**src/rtl/uart_text_writer_pkg.sv**
```systemverilog
// Shared definitions for the UART text writer: FSM encoding, control characters
// and default screen geometry.
package uart_text_writer_pkg;

  typedef enum logic [1:0] {
    ST_IDLE   = 2'd0,
    ST_DECODE = 2'd1,
    ST_WRITE  = 2'd2,
    ST_CLEAR  = 2'd3
  } state_e;

  localparam logic [7:0] CH_BS    = 8'h08;
  localparam logic [7:0] CH_LF    = 8'h0A;
  localparam logic [7:0] CH_FF    = 8'h0C;
  localparam logic [7:0] CH_CR    = 8'h0D;
  localparam logic [7:0] CH_SPACE = 8'h20;

  localparam int DEF_COLS = 80;
  localparam int DEF_ROWS = 30;

  function automatic logic is_printable(input logic [7:0] b);
    return (b >= 8'h20) && (b <= 8'h7E);
  endfunction

endpackage

```
**src/rtl/uart_text_writer_if.sv**
```systemverilog
// Byte input and text-RAM write bus of the UART text writer, with cursor/status.
interface uart_text_writer_if;
  logic [7:0]  rx_data;
  logic        rx_valid;
  logic        wr_en;
  logic [11:0] wr_addr;
  logic [6:0]  wr_data;
  logic [6:0]  cursor_col;
  logic [4:0]  cursor_row;
  logic        busy;
  logic        overflow;

  modport master (
    output rx_data, rx_valid,
    input  wr_en, wr_addr, wr_data, cursor_col, cursor_row, busy, overflow
  );

  modport slave (
    input  rx_data, rx_valid,
    output wr_en, wr_addr, wr_data, cursor_col, cursor_row, busy, overflow
  );
endinterface

```
**src/rtl/uart_text_writer_byte_fifo.sv**
```systemverilog
// Small synchronous FIFO; pushes while full and pops while empty are ignored.
module byte_fifo #(
  parameter int DEPTH  = 8,
  parameter int DATA_W = 8
) (
  input  logic              clk,
  input  logic              rst_n,
  input  logic              push_i,
  input  logic [DATA_W-1:0] din_i,
  input  logic              pop_i,
  output logic [DATA_W-1:0] dout_o,
  output logic              full_o,
  output logic              empty_o
);

  localparam int AW = $clog2(DEPTH);
  localparam int CW = AW + 1;

  logic [DATA_W-1:0] mem_q [DEPTH];
  logic [AW-1:0]     wr_ptr_q, rd_ptr_q;
  logic [CW-1:0]     count_q;
  logic              do_push, do_pop;

  assign full_o  = (count_q == CW'(DEPTH));
  assign empty_o = (count_q == '0);
  assign do_push = push_i & ~full_o;
  assign do_pop  = pop_i & ~empty_o;
  assign dout_o  = mem_q[rd_ptr_q];

  always_ff @(posedge clk or negedge rst_n) begin
    if (!rst_n) begin
      wr_ptr_q <= '0;
      rd_ptr_q <= '0;
      count_q  <= '0;
    end else begin
      if (do_push) wr_ptr_q <= wr_ptr_q + AW'(1);
      if (do_pop)  rd_ptr_q <= rd_ptr_q + AW'(1);
      count_q <= count_q + CW'(do_push) - CW'(do_pop);
    end
  end

  // Storage carries no reset; validity is tracked by count_q alone.
  always_ff @(posedge clk) begin
    if (do_push) mem_q[wr_ptr_q] <= din_i;
  end

endmodule

```
**src/rtl/uart_text_writer.sv**
```systemverilog
// Turns a stream of received UART bytes into text-RAM writes with a wrapping
// cursor, CR/LF/BS handling and a form-feed clear-screen sweep.
module uart_text_writer
  import uart_text_writer_pkg::*;
#(
  parameter int COLS       = DEF_COLS,
  parameter int ROWS       = DEF_ROWS,
  parameter int FIFO_DEPTH = 8
) (
  input  logic              clk,
  input  logic              reset_n,
  uart_text_writer_if.slave bus
);

  localparam logic [11:0] LAST_ADDR = 12'(COLS * ROWS - 1);
  localparam logic [11:0] COLS_W    = 12'(COLS);
  localparam logic [6:0]  LAST_COL  = 7'(COLS - 1);
  localparam logic [4:0]  LAST_ROW  = 5'(ROWS - 1);

  state_e      state_q, state_d;
  logic [7:0]  byte_q, byte_d;
  logic        adv_q, adv_d;
  logic [6:0]  col_q, col_d;
  logic [4:0]  row_q, row_d;
  logic [11:0] base_q, base_d;
  logic        wr_en_q, wr_en_d;
  logic [11:0] wr_addr_q, wr_addr_d;
  logic [6:0]  wr_data_q, wr_data_d;
  logic        ovf_q, ovf_d;

  logic        fifo_pop;
  logic [7:0]  fifo_dout;
  logic        fifo_full, fifo_empty;
  logic [4:0]  row_inc;
  logic [11:0] base_inc;
  logic [11:0] cur_addr;

  byte_fifo #(
    .DEPTH  (FIFO_DEPTH),
    .DATA_W (8)
  ) u_fifo (
    .clk     (clk),
    .rst_n   (reset_n),
    .push_i  (bus.rx_valid),
    .din_i   (bus.rx_data),
    .pop_i   (fifo_pop),
    .dout_o  (fifo_dout),
    .full_o  (fifo_full),
    .empty_o (fifo_empty)
  );

  // Row base tracks row*COLS incrementally so addresses need only an adder.
  assign row_inc  = (row_q == LAST_ROW) ? 5'd0  : row_q + 5'd1;
  assign base_inc = (row_q == LAST_ROW) ? 12'd0 : base_q + COLS_W;
  assign cur_addr = base_q + 12'(col_q);

  always_comb begin
    state_d   = state_q;
    byte_d    = byte_q;
    adv_d     = adv_q;
    col_d     = col_q;
    row_d     = row_q;
    base_d    = base_q;
    wr_en_d   = 1'b0;
    wr_addr_d = wr_addr_q;
    wr_data_d = wr_data_q;
    fifo_pop  = 1'b0;
    ovf_d     = ovf_q | (bus.rx_valid & fifo_full);

    case (state_q)
      ST_IDLE: begin
        if (!fifo_empty) begin
          fifo_pop = 1'b1;
          byte_d   = fifo_dout;
          state_d  = ST_DECODE;
        end
      end

      ST_DECODE: begin
        state_d = ST_IDLE;
        if (is_printable(byte_q)) begin
          wr_en_d   = 1'b1;
          wr_addr_d = cur_addr;
          wr_data_d = byte_q[6:0];
          adv_d     = 1'b1;
          state_d   = ST_WRITE;
        end else begin
          case (byte_q)
            CH_CR: col_d = 7'd0;
            CH_LF: begin
              row_d  = row_inc;
              base_d = base_inc;
            end
            CH_BS: begin
              // Backspace moves first, then blanks the cell it lands on.
              if (col_q != 7'd0) begin
                col_d     = col_q - 7'd1;
                wr_en_d   = 1'b1;
                wr_addr_d = cur_addr - 12'd1;
                wr_data_d = CH_SPACE[6:0];
                adv_d     = 1'b0;
                state_d   = ST_WRITE;
              end
            end
            CH_FF: begin
              wr_en_d   = 1'b1;
              wr_addr_d = 12'd0;
              wr_data_d = CH_SPACE[6:0];
              state_d   = ST_CLEAR;
            end
            default: ;
          endcase
        end
      end

      ST_WRITE: begin
        state_d = ST_IDLE;
        if (adv_q) begin
          if (col_q == LAST_COL) begin
            col_d  = 7'd0;
            row_d  = row_inc;
            base_d = base_inc;
          end else begin
            col_d = col_q + 7'd1;
          end
        end
      end

      ST_CLEAR: begin
        // wr_addr_q doubles as the sweep counter.
        if (wr_addr_q == LAST_ADDR) begin
          col_d   = 7'd0;
          row_d   = 5'd0;
          base_d  = 12'd0;
          state_d = ST_IDLE;
        end else begin
          wr_en_d   = 1'b1;
          wr_addr_d = wr_addr_q + 12'd1;
          wr_data_d = CH_SPACE[6:0];
        end
      end

      default: state_d = ST_IDLE;
    endcase
  end

  always_ff @(posedge clk or negedge reset_n) begin
    if (!reset_n) begin
      state_q   <= ST_IDLE;
      col_q     <= '0;
      row_q     <= '0;
      base_q    <= '0;
      wr_en_q   <= 1'b0;
      wr_addr_q <= '0;
      wr_data_q <= '0;
      ovf_q     <= 1'b0;
    end else begin
      state_q   <= state_d;
      col_q     <= col_d;
      row_q     <= row_d;
      base_q    <= base_d;
      wr_en_q   <= wr_en_d;
      wr_addr_q <= wr_addr_d;
      wr_data_q <= wr_data_d;
      ovf_q     <= ovf_d;
    end
  end

  always_ff @(posedge clk) begin
    byte_q <= byte_d;
    adv_q  <= adv_d;
  end

  assign bus.wr_en      = wr_en_q;
  assign bus.wr_addr    = wr_addr_q;
  assign bus.wr_data    = wr_data_q;
  assign bus.cursor_col = col_q;
  assign bus.cursor_row = row_q;
  assign bus.busy       = (state_q == ST_CLEAR);
  assign bus.overflow   = ovf_q;

endmodule
```
**src/flat_wrapper.sv**
```systemverilog
// flat-port wrapper written by rule: the top's interface ports become plain ports
module uart_text_writer_flat import uart_text_writer_pkg::*;
#(
  parameter int COLS       = DEF_COLS,
  parameter int ROWS       = DEF_ROWS,
  parameter int FIFO_DEPTH = 8
)
  (clk, reset_n, bus_rx_data, bus_rx_valid, bus_wr_en, bus_wr_addr, bus_wr_data, bus_cursor_col, bus_cursor_row, bus_busy, bus_overflow);
  uart_text_writer_if bus_i ();
  input  logic clk;
  input  logic reset_n;
  input wire logic [$bits(bus_i.rx_data)-1:0] bus_rx_data;
  input wire logic [$bits(bus_i.rx_valid)-1:0] bus_rx_valid;
  output wire logic [$bits(bus_i.wr_en)-1:0] bus_wr_en;
  output wire logic [$bits(bus_i.wr_addr)-1:0] bus_wr_addr;
  output wire logic [$bits(bus_i.wr_data)-1:0] bus_wr_data;
  output wire logic [$bits(bus_i.cursor_col)-1:0] bus_cursor_col;
  output wire logic [$bits(bus_i.cursor_row)-1:0] bus_cursor_row;
  output wire logic [$bits(bus_i.busy)-1:0] bus_busy;
  output wire logic [$bits(bus_i.overflow)-1:0] bus_overflow;
  assign bus_i.rx_data = bus_rx_data;
  assign bus_i.rx_valid = bus_rx_valid;
  assign bus_wr_en = bus_i.wr_en;
  assign bus_wr_addr = bus_i.wr_addr;
  assign bus_wr_data = bus_i.wr_data;
  assign bus_cursor_col = bus_i.cursor_col;
  assign bus_cursor_row = bus_i.cursor_row;
  assign bus_busy = bus_i.busy;
  assign bus_overflow = bus_i.overflow;
  uart_text_writer #(.COLS(COLS), .ROWS(ROWS), .FIFO_DEPTH(FIFO_DEPTH)) u_core (.clk(clk), .reset_n(reset_n), .bus(bus_i));
endmodule
```
**config.mk**
```make
export PLATFORM = sky130hd
export DESIGN_NAME = uart_text_writer_flat
export DESIGN_NICKNAME = d
export VERILOG_FILES = /design/src/rtl/uart_text_writer_pkg.sv /design/src/rtl/uart_text_writer_if.sv /design/src/rtl/uart_text_writer_byte_fifo.sv /design/src/rtl/uart_text_writer.sv /design/src/flat_wrapper.sv
export SDC_FILE = /design/constraint.sdc
export NUM_CORES = 1
export LEC_CHECK = 0
export CAP_MARGIN = 20
export CORE_UTILIZATION = 59
export DETAILED_ROUTE_END_ITERATION = 10
export GPL_TIMING_DRIVEN = 0
export PLACE_DENSITY = 0.81
export SLEW_MARGIN = 20
export SYNTH_ARGS = -nofsm -noshare
export SYNTH_HDL_FRONTEND = slang
export SYNTH_SLANG_ARGS = --single-unit
```
**constraint.sdc**
```tcl
create_clock -name clk -period 3.4 [get_ports clk]
set_input_delay 0.68 -clock clk [delete_from_list [all_inputs] [get_ports clk]]
set_output_delay 0.68 -clock clk [all_outputs]
set_load 0.05 [all_outputs]
```
==> out/qor.txt, run 1 <==
GRT Overall Usage -> 30.3%
Count of different cell masters after synthesis -> 76
# resized after CTS -> 1
CP top delay family -> buffers and inverters
Cells after DPL -> 720
Most numerous cell in the Yosys netlist -> edfxtp_1
Post-synthesis register bit count -> 126
Fin crit share -> 91.9%
Critical Path RT -> 2.72 ns
Yosys top cell area share -> 34.4%
Post-CTS setup buffers -> 0
DRC -> 0
Initial Util -> 61.4%
Clock sinks -> 126
Min-delay worst type -> in2async
Post-DP HPWL -> 10,100 um
Initial antenna violation count -> 0
Worst setup path class -> reg2out
Worst setup SP type -> flip-flop
Ports -> 45
Vias in the first global route -> 4,801
Mapped Cells -> 539
Post-layout util -> 73.1%
CTS H-tree lvls -> 4
Starting DRT DRC Count -> 391
Post-Syn Nets -> 569
Ant. Diodes -> 0
Die X -> 106 um
Pre-antenna DRT Iters -> 5
Worst-Margin Slew -> 1.00 ns
Pins Over Slew Limit -> 0
Worst skew pair latency -> 0.53 ns
Row count -> 37
Via count -> 4,822
Largest net degree at the start of global routing -> 54
FMAX -> 320 MHz
TritonCTS Buffers -> 17
Clk pwr share -> 23.5%
Mapped Area -> 6360 sq um
Power share of the combinational group -> 44.1%
First-pass GRT wire length -> 25,100 um
Simple-Gate Fraction of Synth Area -> 15.0%
Dpl cell area -> 7000 sq um
Die area -> 11,200 sq um
Synth warn -> 0
Port Buffers -> 44
Main synth FF type -> edfxtp_1
Worst path bufs/invs -> 4
Max-slew headroom -> 33.0%
Post-synth EDFFs -> 73
Crit end category -> primary output
Switching Share -> 42.4%
Final worst path period need -> 3.13 ns
CP max stage delay -> 0.59 ns
Pleak -> 2.90 nW
Clock slew at reported path FFs -> 0.06 ns
Synth Area in Adders -> 3.85%
Fin. Hold Viols -> 0
Async SR Flop Fraction -> 42.1%
Routability cong. -> 0.914
RSZ-0062 raised after global routing -> false
Share of layout cells above drive strength 1 -> 14.9%
Synth Area in XOR/XNOR -> 2.20%
Cell Pwr Density -> 1020 nW/um^2
Crit-path max FO -> 10
Int Power -> 0.00446 W
Worst path cell trace -> clkbuf_8 -> nand2_1 -> inv_1 -> clkbuf_1 -> dlygate4sd2_1
Max clock buf depth -> 2
Top post-synthesis cells by area -> edfxtp_1 34%, dfrtp_1 21%, mux4_2 5.7%, ha_1 3.5%, nand2_1 3.5%
Syn avg cell area -> 11.8 sq um
WL per Instance -> 21.0 um
Outcome -> completed
Post-synthesis sequential area ratio -> 55.3%
CTS tree -> yes
Worst clock skew -> 0.0118 ns
Max_cap viols -> 0
Antenna-violating nets left -> 0
Setup violators final -> 0
Core ar. -> 10,400 sq um
Mux share of post-synthesis cell area -> 7.41%
Commonest cells post-synth -> 73 x edfxtp_1, 59 x nand2_1, 53 x dfrtp_1
Total gr overflow -> 0
Non-Filler Instances -> 752
Post-synthesis compound-gate area fraction -> 12.8%
Layout Area Growth over Synthesis -> 19.2%
Flop pwr share -> 32.3%
WL final -> 15,800 um
Worst Path Arrival -> 2.45 ns
Via density -> 6.41
Final Instance Area -> 7580 sq um
CTS Root Cell -> clkbuf_8
Slowest CP cell -> dlygate4sd2_1
Largest family of logic cells by synthesized area -> simple AND/OR/NAND/NOR gates
Nets -> 633
CTS hold repair buffers -> 0
Setup Total Neg Slack -> 0 ns
Peak VDD IR -> 0.570 mV
Area leader, netlist -> edfxtp_1
Sw power -> 0.00329 W
Die Height -> 106 um
final cells by class:
class / count / area, sq um
Buffer: 25 / 146
Tap cell: 136 / 170
Clock inverter: 15 / 176
Clock buffer: 17 / 414
Multi-Input combinational cell: 370 / 2650
Fill cell: 708 / 2790
Sequential cell: 126 / 3520
Inverter: 18 / 70.1
Timing Repair Buffer: 45 / 444
through the flow:
step                      total power (W)  hold slack (ns)  setup WS, ns
after floorplan                   0.00482            0.384         0.573
after global placement            0.00568            0.453       -0.0303
after detailed placement          0.00582            0.460         0.520
after CTS                         0.00773            0.228         0.291
after global routing              0.00814            0.256         0.131
final                             0.00774            0.203         0.274
logic make-up after synthesis:
logic type,after synthesis
mux,26
compound gates,122
fa+ha+maj,19
xor+xnor,16
simple gates,187
flops,126
buf+inv,43
sequential cells by signal (all words and copies together), names as in the netlist:
| register | cells |
|---|---|
| u_core.bus.overflow | 1 |
| u_core.bus.wr_addr | 12 |
| u_core.state_q | 2 |
| u_core.u_fifo.rd_ptr_q | 3 |
| u_core.bus.wr_data | 7 |
| u_core.bus.cursor_row | 5 |
| u_core.u_fifo.mem_q | 64 |
| u_core.u_fifo.count_q | 4 |
| u_core.adv_q | 1 |
| u_core.u_fifo.wr_ptr_q | 3 |
| u_core.byte_q | 8 |
| u_core.bus.cursor_col | 7 |
| u_core.bus.wr_en | 1 |
| u_core.base_q | 8 |
per-layer routing:
metal,global-route usage [%],vias up,part of all wire (%)
met5,0,-,0
met4,13.0,0,2.6
met3,6.06,38,6.6
met2,53.0,233,52
met1,36.4,2376,38
li1,-,2175,-
power groups by stage:
stage               registers [W]  clock network, W  logic, W
detailed placement        0.00251                 0   0.00332
CTS                       0.00249           0.00183   0.00341
global route              0.00255           0.00190   0.00369
global placement          0.00248                 0   0.00320
finish                    0.00251           0.00182   0.00342
floorplan                 0.00284                 0   0.00199
path summary, 6_finish.rpt:
| check | cells after the start | endpoint | slack, ns | from |
|---|---|---|---|---|
| max in group asynchronous | 1 | u_core.bus.wr_data[4] | 2.71 | reset_n |
| worst min register to register | 2 | u_core.bus.wr_data[1] | 0.48 | u_core.bus.wr_data[1] |
| worst min-delay path | 1 | u_core.base_q[8] | 0.20 | reset_n |
| worst max-delay path | 5 | bus_busy | 0.27 | u_core.state_q[1] |
| worst max register to register | 8 | u_core.base_q[9] | 0.59 | u_core.bus.wr_addr[0] |
| min in group clk | 2 | u_core.bus.wr_data[1] | 0.48 | u_core.bus.wr_data[1] |
layout by cell type, fill, tap and decap left out, types with 10 or more instances in the layout:
master	n
clkdlybuf4s50_1	42
nor2_1	37
mux4_2	16
nor3_1	12
a31oi_1	10
edfxtp_1	73
nand3_1	18
xnor2_1	10
o21ai_0	38
inv_1	16
a21oi_1	15
clkbuf_1	11
ha_1	18
dfrtp_1	53
clkbuf_16	16
o31ai_1	11
nand2_1	59
Note: power is estimated with default switching activity, not from simulation.
==> inputs of run 2 (changes only) <==
PLACE_DENSITY = 0.8   (was 0.81)
==> run 2 against run 1 <==
Net effect:
- setup slack got worse by 0.055 ns
- die area did not move
- core utilization fell by 0.25 points
- non-clock buffer count did not move
- critical path depth fell by 1
- clock power fell by 5%
- total power fell by 2.1%
- count of clock-buffer cells in the layout did not move
- first-iteration DRC count rose by 5.1%
- maximum frequency fell by 1.7%
- register-to-register slack got worse by 0.22 ns
- highest routed layer unchanged
==> out/qor.txt, run 2 (same netlist as run 1, synthesis figures left out) <==
Outcome -> completed (unchanged)
Largest register FFs -> 64 (unchanged)
Worst-Margin Slew -> 0.948 ns (was 1.00 ns)
Sw power -> 0.00320 W (was 0.00329 W)
Via density -> 6.26 (was 6.41)
Vias in the first global route -> 4,494 (was 4,801)
Worst setup path class -> reg2out (unchanged)
TritonCTS Buffers -> 17 (unchanged)
FF+latch area -> 3520 sq um (unchanged)
Min-delay worst type -> in2async (unchanged)
WL per Instance -> 19.7 um (was 21.0 um)
Nets -> 633 (unchanged)
Fin. Hold Viols -> 0 (unchanged)
Dpl cell area -> 7000 sq um (unchanged)
Initial antenna violation count -> 0 (unchanged)
Worst Path Arrival -> 2.50 ns (was 2.45 ns)
CTS Root Cell -> clkbuf_8 (unchanged)
Biggest register -> u_core.u_fifo.mem_q (unchanged)
Fin crit share -> 93.5% (was 91.9%)
Fillers -> 699 (was 708)
DRC -> 0 (unchanged)
Flop pwr share -> 33.0% (was 32.3%)
Clock slew at reported path FFs -> 0.06 ns (about the same)
Max clock buf depth -> 2 (unchanged)
Antenna-violating nets left -> 0 (unchanged)
Port Buffers -> 44 (unchanged)
Share of layout cells above drive strength 1 -> 14.9% (unchanged)
Non-Filler Instances -> 752 (unchanged)
Peak VDD IR -> 0.525 mV (was 0.570 mV)
Commonest non-fill, non-tap cell in the layout -> edfxtp_1 (unchanged)
RSZ-0062 raised after global routing -> false (unchanged)
Core ar. -> 10,400 sq um (unchanged)
Largest net degree at the start of global routing -> 54 (unchanged)
Cell Pwr Density -> 1000 nW/um^2 (was 1020 nW/um^2)
Pins Over Slew Limit -> 0 (unchanged)
CTS hold repair buffers -> 0 (unchanged)
Area taken by multi-input logic gates -> 2650 sq um (unchanged)
Ports -> 45 (unchanged)
GRT Overall Usage -> 28.3% (was 30.3%)
Power share of the combinational group -> 44.3% (was 44.1%)
Final Instance Area -> 7560 sq um (was 7580 sq um)
Via count -> 4,711 (was 4,822)
Starting DRT DRC Count -> 411 (was 391)
Row count -> 37 (unchanged)
Switching Share -> 42.2% (was 42.4%)
Die Height -> 106 um (unchanged)
Final worst path period need -> 3.18 ns (was 3.13 ns)
Pre-antenna DRT Iters -> 5 (unchanged)
Die area -> 11,200 sq um (unchanged)
WL final -> 14,800 um (was 15,800 um)
FMAX -> 314 MHz (was 320 MHz)
Layout Area Growth over Synthesis -> 18.8% (was 19.2%)
Worst clock skew -> 0.00546 ns (was 0.0118 ns)
Initial Util -> 61.4% (unchanged)
First-pass GRT wire length -> 23,500 um (was 25,100 um)
CTS tree -> yes (unchanged)
Max-slew headroom -> 36.2% (was 33.0%)
R2R Setup Slk -> 0.37 ns (was 0.59 ns)
# resized after CTS -> 1 (unchanged)
Post-DP HPWL -> 10,000 um (was 10,100 um)
Cells after DPL -> 720 (unchanged)
Critical Path RT -> 2.72 ns (about the same)
Pleak -> 2.88 nW (was 2.90 nW)
Most frequent cells in the layout -> 73 x edfxtp_1, 59 x nand2_1, 53 x dfrtp_1 (unchanged)
Total gr overflow -> 0 (unchanged)
Max_cap viols -> 0 (unchanged)
Die X -> 106 um (unchanged)
Routability cong. -> 0.909 (was 0.914)
Int Power -> 0.00438 W (was 0.00446 W)
Ant. Diodes -> 0 (unchanged)
CTS H-tree lvls -> 4 (unchanged)
Crit end category -> primary output (unchanged)
Crit-path max FO -> 10 (unchanged)
Clock sinks -> 126 (unchanged)
Post-CTS setup buffers -> 0 (unchanged)
Setup violators final -> 0 (unchanged)
Setup Total Neg Slack -> 0 ns (unchanged)
Clk pwr share -> 22.6% (was 23.5%)
Worst setup SP type -> flip-flop (unchanged)
Worst skew pair latency -> 0.52 ns (was 0.53 ns)
==> run 2: final timing paths <==
path                                        from               endpoint  depth (start not counted)
setup reg to reg           u_core.bus.wr_addr[0]      u_core.base_q[11]                          8
max in group asynchronous                reset_n  u_core.bus.wr_addr[1]                          1
min in group clk             u_core.bus.overflow    u_core.bus.overflow                          1
hold / removal                           reset_n       u_core.base_q[7]                          1
hold reg to reg              u_core.bus.overflow    u_core.bus.overflow                          1
setup / recovery               u_core.state_q[0]               bus_busy                          4
==> run 2: critical path, cell delays in order (launching register included) <==
cell	delay (ns)
dfrtp_1	0.55
nand2_1	0.19
inv_1	0.17
clkbuf_1	0.46
dlygate4sd2_1	0.59
==> run 2: layer usage <==
metal / vias up / GRT usage (%) / share of wire, %
li1: 2172 / - / -
met1: 2321 / 36.1 / 40
met2: 193 / 48.1 / 52
met3: 25 / 5.44 / 6.4
met4: 0 / 10.3 / 1.7
met5: - / 0 / 0
==> run 2: final cells by class <==
cell class | count | area share [%]
clock buffer | 17 | 5.48
buffer | 25 | 1.94
timing repair buffer | 45 | 5.88
inverter | 18 | 0.927
tap | 136 | 2.25
sequential | 126 | 46.5
multi-input combinational | 370 | 35.0
clock inverter | 15 | 1.99
==> run 2: power by group through the flow <==
stage | sequential [W] | combinational (W) | clock (W)
after floorplan | 0.00284 | 0.00199 | 0
after global placement | 0.00248 | 0.00320 | 0
after detailed placement | 0.00251 | 0.00330 | 0
after CTS | 0.00249 | 0.00336 | 0.00172
after global routing | 0.00255 | 0.00365 | 0.00180
final | 0.00250 | 0.00336 | 0.00172
==> run 2: metrics by stage <==
stage                     power [W]  hold WS (ns)  setup WS (ns)  util [%]
after detailed placement    0.00581         0.458          0.507      67.5
after global routing        0.00800         0.247          0.127      72.9
after global placement      0.00568         0.452        -0.0530      67.3
final                       0.00758         0.198          0.220      72.9
after CTS                   0.00758         0.232          0.263      72.9
after floorplan             0.00482         0.384          0.573         -
